<file path="src/rtl/hazard_scoreboard.sv">
// ============================================================================
//  Module   : hazard_scoreboard
//  Purpose  : Per-register write-latency scoreboard driving ID-stage stall
//             (RAW/WAW/multiplier busy) and EX-resolved misprediction flush.
//  Revision : 1.0 - initial release
// ============================================================================
`default_nettype none

module hazard_scoreboard #(
  parameter int REG_W    = 5,
  parameter int LOAD_LAT = 1,
  parameter int MULT_LAT = 4,
  parameter int STAT_W   = 16
) (
  input  logic              i_clk,
  input  logic              i_reset,
  input  logic              i_id_valid,
  input  logic [REG_W-1:0]  i_id_rs,
  input  logic [REG_W-1:0]  i_id_rt,
  input  logic              i_id_use_rs,
  input  logic              i_id_use_rt,
  input  logic [REG_W-1:0]  i_id_rd,
  input  logic              i_id_wr_en,
  input  logic [1:0]        i_id_class,
  input  logic              i_ex_mispredict,
  output logic              o_stall,
  output logic              o_flush,
  output logic              o_mult_busy,
  output logic [STAT_W-1:0] o_stall_count
);

  localparam int c_nreg   = 2**REG_W;
  localparam int c_maxlat = (LOAD_LAT > MULT_LAT) ? LOAD_LAT : MULT_LAT;
  localparam int c_cw     = $clog2(c_maxlat + 1);

  localparam logic [c_cw-1:0]   c_load_lat = c_cw'(LOAD_LAT);
  localparam logic [c_cw-1:0]   c_mult_lat = c_cw'(MULT_LAT);
  localparam logic [c_cw-1:0]   c_one      = c_cw'(1);
  localparam logic [STAT_W-1:0] c_stat_one = STAT_W'(1);
  localparam logic [1:0]        c_cls_load = 2'b01;
  localparam logic [1:0]        c_cls_mult = 2'b10;

  logic [c_cw-1:0]   r_cnt [c_nreg];
  logic [c_cw-1:0]   r_mult_busy;
  logic [STAT_W-1:0] r_stall_count;

  logic            w_raw;
  logic            w_waw;
  logic            w_struct;
  logic            w_flush;
  logic            w_stall;
  logic            w_issue;
  logic [c_cw-1:0] w_lat;

  always_comb begin
    w_lat = '0;
    case (i_id_class)
      c_cls_load: w_lat = c_load_lat;
      c_cls_mult: w_lat = c_mult_lat;
      default:    w_lat = '0;
    endcase
  end

  // A nonzero count means the producer's result is not yet forwardable.
  always_comb begin
    w_raw    = (i_id_use_rs && (i_id_rs != '0) && (r_cnt[i_id_rs] != '0)) ||
               (i_id_use_rt && (i_id_rt != '0) && (r_cnt[i_id_rt] != '0));
    w_waw    = i_id_wr_en && (i_id_rd != '0) && (r_cnt[i_id_rd] != '0);
    w_struct = (i_id_class == c_cls_mult) && (r_mult_busy != '0);
    w_flush  = i_ex_mispredict && !i_reset;
    w_stall  = i_id_valid && (w_raw || w_waw || w_struct) && !w_flush && !i_reset;
    w_issue  = i_id_valid && !w_stall && !w_flush && !i_reset;
  end

  always_ff @(posedge i_clk) begin
    if (i_reset) begin
      for (int i = 0; i < c_nreg; i++) begin
        r_cnt[i] <= '0;
      end
      r_mult_busy   <= '0;
      r_stall_count <= '0;
    end else begin
      for (int i = 0; i < c_nreg; i++) begin
        if (w_issue && i_id_wr_en && (i != 0) && (i_id_rd == REG_W'(i)) && (w_lat != '0)) begin
          r_cnt[i] <= w_lat;
        end else if (r_cnt[i] != '0) begin
          r_cnt[i] <= r_cnt[i] - c_one;
        end
      end

      if (w_issue && (i_id_class == c_cls_mult)) begin
        r_mult_busy <= c_mult_lat;
      end else if (r_mult_busy != '0) begin
        r_mult_busy <= r_mult_busy - c_one;
      end

      if (w_stall && (r_stall_count != '1)) begin
        r_stall_count <= r_stall_count + c_stat_one;
      end
    end
  end

  assign o_stall       = w_stall;
  assign o_flush       = w_flush;
  assign o_mult_busy   = (r_mult_busy != '0);
  assign o_stall_count = r_stall_count;

endmodule

`default_nettype wire

</file>
<file path="config.mk">
export PLATFORM = sky130hd
export DESIGN_NAME = hazard_scoreboard
export DESIGN_NICKNAME = d
export VERILOG_FILES = /design/src/rtl/hazard_scoreboard.sv
export SDC_FILE = /design/constraint.sdc
export NUM_CORES = 1
export LEC_CHECK = 0
export ABC_AREA = 1
export BUFFER_PORTS_ARGS = -buffer_cell sky130_fd_sc_hd__buf_4
export CORE_MARGIN = 2
export CORE_UTILIZATION = 40
export CTS_BUF_LIST = sky130_fd_sc_hd__clkbuf_4 sky130_fd_sc_hd__clkbuf_8
export CTS_CLUSTER_SIZE = 16
export DETAILED_ROUTE_END_ITERATION = 8
export HOLD_SLACK_MARGIN = 0.06
export PLACE_DENSITY = 0.62
export SLEW_MARGIN = 5
export SYNTH_ARGS = -nofsm -noshare
export SYNTH_HDL_FRONTEND = slang
export SYNTH_SLANG_ARGS = --single-unit
</file>
<file path="constraint.sdc">
create_clock -name i_clk -period 2.9 [get_ports i_clk]
set_input_delay 0.58 -clock i_clk [delete_from_list [all_inputs] [get_ports i_clk]]
set_output_delay 0.58 -clock i_clk [all_outputs]
set_load 0.03 [all_outputs]
</file>
# Word-level counts from Yosys, hierarchy flattened

Memory sizes are Yosys's and may differ from the RTL's.
Index checks and enable logic that the tools add are counted.

$add $sub $neg: 34
$mul: 0
Div/mod/pow operators: 0
Magnitude comparators: 0
Equal/unequal tests: 34
Shift operators: 0
Mux-type cells: 288
Bitwise gates (word level): 63
Reductions and logical operators: 127

Operator list:

| operator                                         | number |
|---|---|
| two-way mux 1 bit                                | 222 |
| two-way mux 3 bit                                | 65 |
| nonzero test 3 bit                               | 37 |
| subtractor 3 x 1 -> 3 bit, second input constant | 33 |
| == test 5 bit, second input constant             | 16 |
| logical AND 1 bit                                | 79 |
| OR 1 bit                                         | 63 |
| == test 5 x 4 -> 1 bit, second input constant    | 8 |
| == test 5 x 3 -> 1 bit, second input constant    | 4 |
| adder 16 x 1 -> 16 bit, second input constant    | 1 |
| inequality test 16 bit, second input constant    | 1 |
| nonzero test 5 bit                               | 3 |
| == test 5 x 2 -> 1 bit, second input constant    | 2 |
| one-hot mux 3 bit (2 select lines)               | 1 |
| == test 5 x 1 -> 1 bit, second input constant    | 1 |
| zero test 1 bit                                  | 3 |
| logical OR 1 bit                                 | 3 |
| == test 2 x 1 -> 1 bit, second input constant    | 1 |
| == test 2 bit, second input constant             | 1 |
| nonzero test 2 bit                               | 1 |
| OR reduction 2 bit                               | 1 |

Flip-flop bits (word level): 19
Bits in latches: 0
Memory bits (writable): 96
Memory bits (read-only): 0
Input bits: 24
Output and inout port bits: 19
Logic and storage cells: 550
Memories: 1

Memory list:

| name  | words | bits a word | read ports | clocked after memory_dff | wr ports | line | RTL |
|---|---|---|---|---|---|---|---|
| r_cnt | 32    | 3           | 35         | 0                        | 32       | 43   | `logic [c_cw-1:0] r_cnt [c_nreg];` |

# Longest topological paths before layout

Gate-level depths: netlist (run 1).

Word-level depth: 21
Mapped depth: 22

# Worst setup path before layout (run 1)

OpenSTA, ideal clock, no wires.

Path type: in2reg
Start: input i_id_rs[0]
End: memory r_cnt[17][0] in the netlist's numbering, enable pin
Data arrival time: 2.285 ns
Slack: 0.308 ns
Stages on the path: 18
Path buffers: 3
Path through: buf_4 -> inv_4 -> buf_6 -> nand2_1 -> nand3_1 -> nand2_1 -> nand2_1 -> nand2_1 -> nor2_1 -> nand2_1 -> a21oi_1 -> nor2_1 -> nor2_4 -> nand3_2 -> nor2_4 -> buf_2 -> nand3_1 -> nand3_1

RTL lines:

| element         | line | RTL |
|---|---|---|
| start, declared | 18   | `input logic [REG_W-1:0] i_id_rs,` |
| end, declared   | 43   |  |

==> flow_summary.yaml, run 1 <==
clocking:
  clk_latency_ns: 0.47
  clock_sinks: 115
  clk_path_buf_depth: 2
  cts_root_buffer: "clkbuf_8"
  cts_made_buffers: 17
  clk_pin_slew_ns: 0.08
  cts_tree: "yes"
  cts_htree_levels: 4
min_path:
  min_path_type: "reg2reg"
  min_path_cells: 2
  holdPathEnd: "o_stall_count[15]$_SDFFE_PP0P_"
  hold_start: "o_stall_count[15]$_SDFFE_PP0P_"
timing:
  setup_viol: 0
  rsz0062_at_grt: "true"
  clock.fmax_ghz: 0.351
  fin_crit_sh_pct: 98.3
  slew_viol_final: 0
  hold_viol: 0
  tightest_slew_ns: 0.881
  whs_ns: 0.497
  clock_skew_ns: 0.0148
  relSlewSlack_pct: 41.3
  period_minus_slack_ns: 2.85
synth:
  async_reset_ff_share_pct: 0
  syn_avg_cell_area_sq_um: 6.77
  synth_top_area_share_pct: 29.4
  yosysSeqAreaShare_pct: 33.3
  synth_area_leaders: "edfxtp_1 (29%), nand2_1 (16%), ha_1 (8.8%), nor2_1 (8.4%), inv_1 (8.1%)"
  ys.warnings.count: 0
  synth_edf_count: 96
  synth_area_sq_mm: 0.00979
  yosys_most_used_dff: "edfxtp_1"
  ys_types: 37
  yosys-top-cells-count: "nand2_1 (408), nor2_1 (219), inv_1 (210)"
  synth_nets: 1539
  syn_inst: 1446
  yosysMostFrequentCell: "nand2_1"
  ys_ff_latch: 115
  synth_area_leader_cell: "edfxtp_1"
routing:
  dr_wl_met3_microns: 2110
  drt_iter0_markers: 859
  vias: 9791
  dr_wl_met2_microns: 13900
  highest_layer: "met4"
  postRouteAntennaNets: 0
  wl_per_cell_microns: 15.6
  wl_met1_microns: 12900
  wirelength_microns: 30000
  route.detailed.drc: 0
  drt_first_pass_iters: 5
  vias_per_cell: 5.11
worst_setup_path:
  crit_fanout: 4
  cp-end-kind: "primary output"
  crit_arrival_ns: 2.27
  path_class: "reg2out"
  r2r_end: "r_cnt[24][2]$_SDFFCE_PP0P_"
  reg2reg_depth: 19
  startpoint_type: "flip-flop"
  crit_required_ns: 2.32
  worst_r2r_startpoint: "r_cnt[26][2]$_SDFFCE_PP0P_"
  r2r_slack_ns: 0.12
cells_and_area:
  nets: 1673
  diodes: 0
  multi_input_area_sq_mm: 0.00572
  drive_gt1_share_pct: 18.3
  area_growth_pct: 22.3
  fill_cells: 2441
  register_area_sq_mm: 0.00326
  final_util_pct: 49.5
pwr:
  irDropWorstVdd_mv: 0.333
  p_sw_mw: 4.42
  p_seq_share_pct: 32.2
  power_switching_share_pct: 43.9
  combPwrFrac_pct: 51.3
  internal_power_mw: 5.64
  p_leak_nw: 5.82
  clock_power_share_pct: 16.5
  p_per_area_mw_per_mm2: 840
floorplanning:
  die_w_microns: 160
  die_area_sq_mm: 0.0257
  num_rows: 57
  initial_utilization_pct: 40.5
  core_area_sq_mm: 0.0242
  io_pins: 43
  die_height_microns: 160
place:
  place_congestion: 0.957
  dp_hpwl_microns: 22500
  io_buffers: 42
grt:
  grt_pass1_vias: 9030
  grt_max_degree: 72
  track_usage_pct: 23.2
  grt_first_pass_wirelength_microns: 46700
  antenna_found_initial: 0
  grt.overflow.total: 0
job:
  cap_violations: 0
outcome:
  status: "completed"
==> cell families after synthesis <==
family                     count (synthesis)  synth area share [%]
DFF                                      115                  33.3
and+or+nand+nor                          843                  36.5
xor gates and xnor gates                  42                  3.76
adders and majority gates                 69                  8.82
AOI/OAI and AO/OA                        109                  6.45
buffers and inverters                    268                  11.2
==> cells in the final DEF (no fill, tap or decap), types with 4 or more instances in the layout <==
cell type,n
buf_12,5
o21ai_1,14
nand2_1,394
clkinvlp_4,4
inv_2,19
nor2_1,209
nand2_2,15
nand3_2,28
xnor2_1,34
ha_1,69
buf_4,156
o21ai_0,20
xor2_1,8
dfxtp_1,19
inv_1,194
a21oi_1,39
clkinv_1,5
nand3_4,11
clkbuf_8,19
o31ai_1,30
nor2_2,12
edfxtp_1,96
nand3_1,126
nand4_1,12
nor2_4,5
nor3_1,22
==> metal layers <==
layer,vias up,global-route usage (%)
li1,4876,-
met1,4483,29.5
met2,365,38.4
met3,67,4.44
met4,0,9.99
met5,-,0
==> how the worst max path moves through the flow <==
stage | from | cells past startpoint | end | slack (ns)
after global placement | i_id_rd[0] | 16 | o_stall | -0.28
after global routing | r_cnt[16][2]$_SDFFCE_PN0P_ | 20 | r_cnt[24][2]$_SDFFCE_PP0P_ | -0.07
after CTS | r_cnt[0][0]$_SDFFCE_PN0P_ | 13 | o_stall | 0.004
final | r_cnt[26][2]$_SDFFCE_PP0P_ | 14 | o_stall | 0.05
after floorplan | i_id_rs[0] | 18 | r_cnt[17][0]$_DFFE_PP_ | 0.31
after detailed placement | i_id_rd[0] | 16 | o_stall | -0.25
==> critical path, stage by stage (launching register included) <==
cell	delay [ns]
edfxtp_1	0.45
buf_4	0.16
nand3_1	0.10
nand2_1	0.07
nor2_1	0.11
nor2_1	0.05
nor2_1	0.09
nand2_1	0.07
a21oi_2	0.18
nor2_4	0.07
nor2_4	0.12
nand2_2	0.07
nand2_2	0.09
inv_2	0.05
buf_6	0.13
==> registers in the layout (all words and copies together), names as in the netlist <==
signal / flops
r_mult_busy: 3
r_cnt: 96
o_stall_count: 16
==> power groups by stage <==
stage / combinational, mW / clock [mW] / sequential (mW)
4_1_cts: 4.87 / 1.68 / 3.21
3_3_place_gp: 4.61 / 0 / 3.26
6_report: 5.16 / 1.66 / 3.23
5_1_grt: 5.90 / 1.74 / 3.30
2_1_floorplan: 3.46 / 0 / 3.04
3_5_place_dp: 4.68 / 0 / 3.27
==> stage by stage <==
| stage | setup slack, ns | power, mW | setup TNS, ns | instance area [sq um] | std cells |
|---|---|---|---|---|---|
| floorplan | 0.308 | 6.50 | 0 | 9790 | 1446 |
| global placement | -0.279 | 7.87 | -20.66 | 11000 | 1858 |
| detailed placement | -0.252 | 7.95 | -20.80 | 11000 | 1858 |
| CTS | 0.00358 | 9.76 | 0 | 11600 | 1898 |
| global route | -0.0723 | 10.9 | -0.460 | 12000 | 1917 |
| finish | 0.0493 | 10.1 | 0 | 12000 | 1917 |
==> timing repair <==
action / CTS / global route
resized for setup: 19 / 69
setup buffers: 8 / 17
pin swaps: 2 / 12
hold buffers: 0 / 0
gates cloned: 0 / 2
endpoints found under the setup margin: 1 / 41
==> cell type report <==
type,instances,share of cell area (%)
sequential,115,27.2
multi-input combinational,1063,47.8
clock inverter,12,1.30
clock buffer,20,2.25
tap,324,3.38
timing repair buffer,165,11.2
inverter,218,6.85
(Power assumes the default switching activity.)
==> inputs of run 2 (changes only) <==
--- a/config.mk
+++ b/config.mk
@@ -12,6 +12,7 @@
 export CTS_BUF_LIST = sky130_fd_sc_hd__clkbuf_4 sky130_fd_sc_hd__clkbuf_8
 export CTS_CLUSTER_SIZE = 16
 export DETAILED_ROUTE_END_ITERATION = 8
+export GPL_ROUTABILITY_DRIVEN = 0
 export HOLD_SLACK_MARGIN = 0.06
 export PLACE_DENSITY = 0.62
 export SLEW_MARGIN = 5
==> constraint.sdc (replaced) <==
create_clock -name i_clk -period 2.8 [get_ports i_clk]
set_input_delay 0.56 -clock i_clk [delete_from_list [all_inputs] [get_ports i_clk]]
set_output_delay 0.56 -clock i_clk [all_outputs]
set_load 0.03 [all_outputs]
==> flow_summary.yaml, run 2 (synthesized netlist as in run 1, its figures left out) <==
clocking:
  cts_root_buffer: "clkbuf_8"
  clock_sinks: 115
  clk_path_buf_depth: 2
  cts_htree_levels: 4
  hold_buffers: 0
  cts_made_buffers: 17
  clk_pin_slew_ns: 0.09
  cts_tree: "yes"
  clk_latency_ns: 0.47
pwr:
  p_per_area_mw_per_mm2: 877
  p_sw_mw: 4.68
  irDropWorstVdd_mv: 0.403
  clock_power_share_pct: 16.8
  p_seq_share_pct: 30.8
  p_leak_nw: 5.99
  finalPower_mw: 10.8
  power_switching_share_pct: 43.3
  internal_power_mw: 6.13
  combPwrFrac_pct: 52.5
timing:
  slew_viol_final: 0
  setup_viol: 1
  fin_ws_ns: -0.0362
  rsz0062_at_grt: "true"
  relSlewSlack_pct: 52.3
  clock.fmax_ghz: 0.353
  fin_crit_sh_pct: 101
  clock_skew_ns: 0.0131
  tightest_slew_ns: 0.714
  period_minus_slack_ns: 2.84
  hold_viol: 0
grt:
  grt_first_pass_wirelength_microns: 46900
  grt.overflow.total: 0
  antenna_found_initial: 0
  track_usage_pct: 23.1
  grt_pass1_vias: 9077
  grt_max_degree: 73
worst_setup_path:
  path_cells: "inv_1 -> nand3b_1 -> nand2_1 -> nand2_1 -> o21ai_1 -> nand3_1 -> nand2_1 -> nand2_1 -> nand2_2 -> nor2_2 -> nor2_4 -> nand2_2 -> nand2_2 -> inv_4 -> buf_6"
  crit_required_ns: 2.24
  max_stage_delay_ns: 0.40
  cpLargestDelayFamily: "simple AND/OR/NAND/NOR gates"
  crit_end: "o_stall"
  r2r_end: "r_cnt[27][2]$_SDFFCE_PP0P_"
  path_class: "reg2out"
  crit_arrival_ns: 2.28
  crit_slowest_cell: "edfxtp_1"
  crit_fanout: 3
  r2r_slack_ns: 0.05
  reg2reg_depth: 20
  startpoint_type: "flip-flop"
  worst-path-buf-inv: 3
  crit_path_start: "r_cnt[11][0]$_SDFFCE_PN0P_"
  worst_r2r_startpoint: "r_cnt[11][0]$_SDFFCE_PN0P_"
  cp-end-kind: "primary output"
  cpMostUsedCell: "nand2_1"
  path_depth: 15
cells_and_area:
  layout_commonest_cell: "nand2_1"
  fill_cells: 2354
  area_growth_pct: 25.9
  final_util_pct: 51.0
  drive_gt1_share_pct: 21.7
  register_area_sq_mm: 0.00326
  nets: 1693
  largest_reg_flops: 96
  mostFrequentLayoutCells: "nand2_1 (374), nor2_1 (204), inv_1 (189), buf_4 (168), nand3_1 (124)"
  diodes: 0
  top_register: "r_cnt"
  multi_input_area_sq_mm: 0.00585
floorplanning:
  die_w_microns: 160
  initial_utilization_pct: 40.5
  io_pins: 43
  die_area_sq_mm: 0.0257
  die_height_microns: 160
  num_rows: 57
  core_area_sq_mm: 0.0242
place:
  dp_hpwl_microns: 22500
  io_buffers: 42
  pre_cts_ws_ns: -0.360
outcome:
  status: "finished, violations left"
  violations: "negative setup slack"
routing:
  vias_per_cell: 5.08
  wl_per_cell_microns: 15.4
  drt_iter0_markers: 871
  vias: 9835
  wirelength_microns: 29900
  drt_first_pass_iters: 5
  postRouteAntennaNets: 0
  route.detailed.drc: 0
job:
  cap_violations: 0
min_path:
  min_path_type: "reg2reg"
[run 2: cell count changes in the layout (fill, tap and decap cells not counted), moves of 4 or more]
cell,before,now
inv_1,194,189
nor2_2,12,16
clkinvlp_4,4,0
buf_4,156,168
nor2_1,209,204
buf_6,2,8
nand2_1,394,374
nand2_2,15,34
[run 2: layout make-up]
cell class                 instances  share of cell area, %
inverter                         218                   6.70
clock buffer                      18                   2.01
clock inverter                    14                   1.62
sequential                       115                   26.5
multi-input combinational       1063                   47.4
tap                              324                   3.29
timing repair buffer             185                   12.5
[run 2: through the flow]
step	std cells	hold WS, ns	cell area (sq um)	setup TNS (ns)
floorplan	1446	0.476	9790	0
global placement	1872	0.484	11200	-46.39
detailed placement	1872	0.492	11200	-44.83
CTS	1915	0.505	11800	-0.00527
global route	1937	0.523	12300	-7.34
finish	1937	0.503	12300	-0.0362
[run 2: worst register-to-register path, delay by kind of cell (launching register included)]
family / cells / cell delay, ns
buffers and inverters: 4 / 0.43
AO/OA/AOI/OAI: 1 / 0.13
AND/OR/NAND/NOR: 15 / 1.56
flip-flops: 1 / 0.40
[run 2: repair_timing]
action / in CTS / in global routing
cloned: 0 / 1
resized for setup: 33 / 108
setup buffers: 11 / 21
endpoints found under the hold margin: 0 / 0
pin swaps: 7 / 21
endpoints found under the setup margin: 1 / 154
[run 2: layer usage]
| metal | wire length, microns | vias to the layer above | track usage [%] |
|---|---|---|---|
| met2 | 13900 | 344 | 38.7 |
| met1 | 12900 | 4494 | 30.2 |
| met5 | 0 | - | 0 |
| met4 | 1100 | 0 | 8.68 |
| li1 | - | 4918 | - |
| met3 | 1920 | 79 | 3.33 |
[run 2: how the worst min path moves through the flow]
stage                                               from                             end  slack [ns]  cells after the start
after floorplan              r_mult_busy[1]$_SDFFE_PP0N_     r_mult_busy[1]$_SDFFE_PP0N_        0.48                      2
after global placement       r_mult_busy[1]$_SDFFE_PP0N_     r_mult_busy[1]$_SDFFE_PP0N_        0.48                      2
after detailed placement     r_mult_busy[1]$_SDFFE_PP0N_     r_mult_busy[1]$_SDFFE_PP0N_        0.49                      2
after CTS                    r_mult_busy[1]$_SDFFE_PP0N_     r_mult_busy[1]$_SDFFE_PP0N_        0.50                      2
after global routing      o_stall_count[15]$_SDFFE_PP0P_  o_stall_count[15]$_SDFFE_PP0P_        0.52                      2
final                        r_mult_busy[1]$_SDFFE_PP0N_     r_mult_busy[1]$_SDFFE_PP0N_        0.50                      2
[run 2: power groups by stage]
stage | Sequential, mW | Clock [mW] | Combinational [mW]
3_3_place_gp | 3.33 | 0 | 4.91
2_1_floorplan | 3.15 | 0 | 3.58
3_5_place_dp | 3.35 | 0 | 4.99
5_1_grt | 3.40 | 1.91 | 6.41
4_1_cts | 3.31 | 1.85 | 5.22
6_report | 3.33 | 1.82 | 5.67
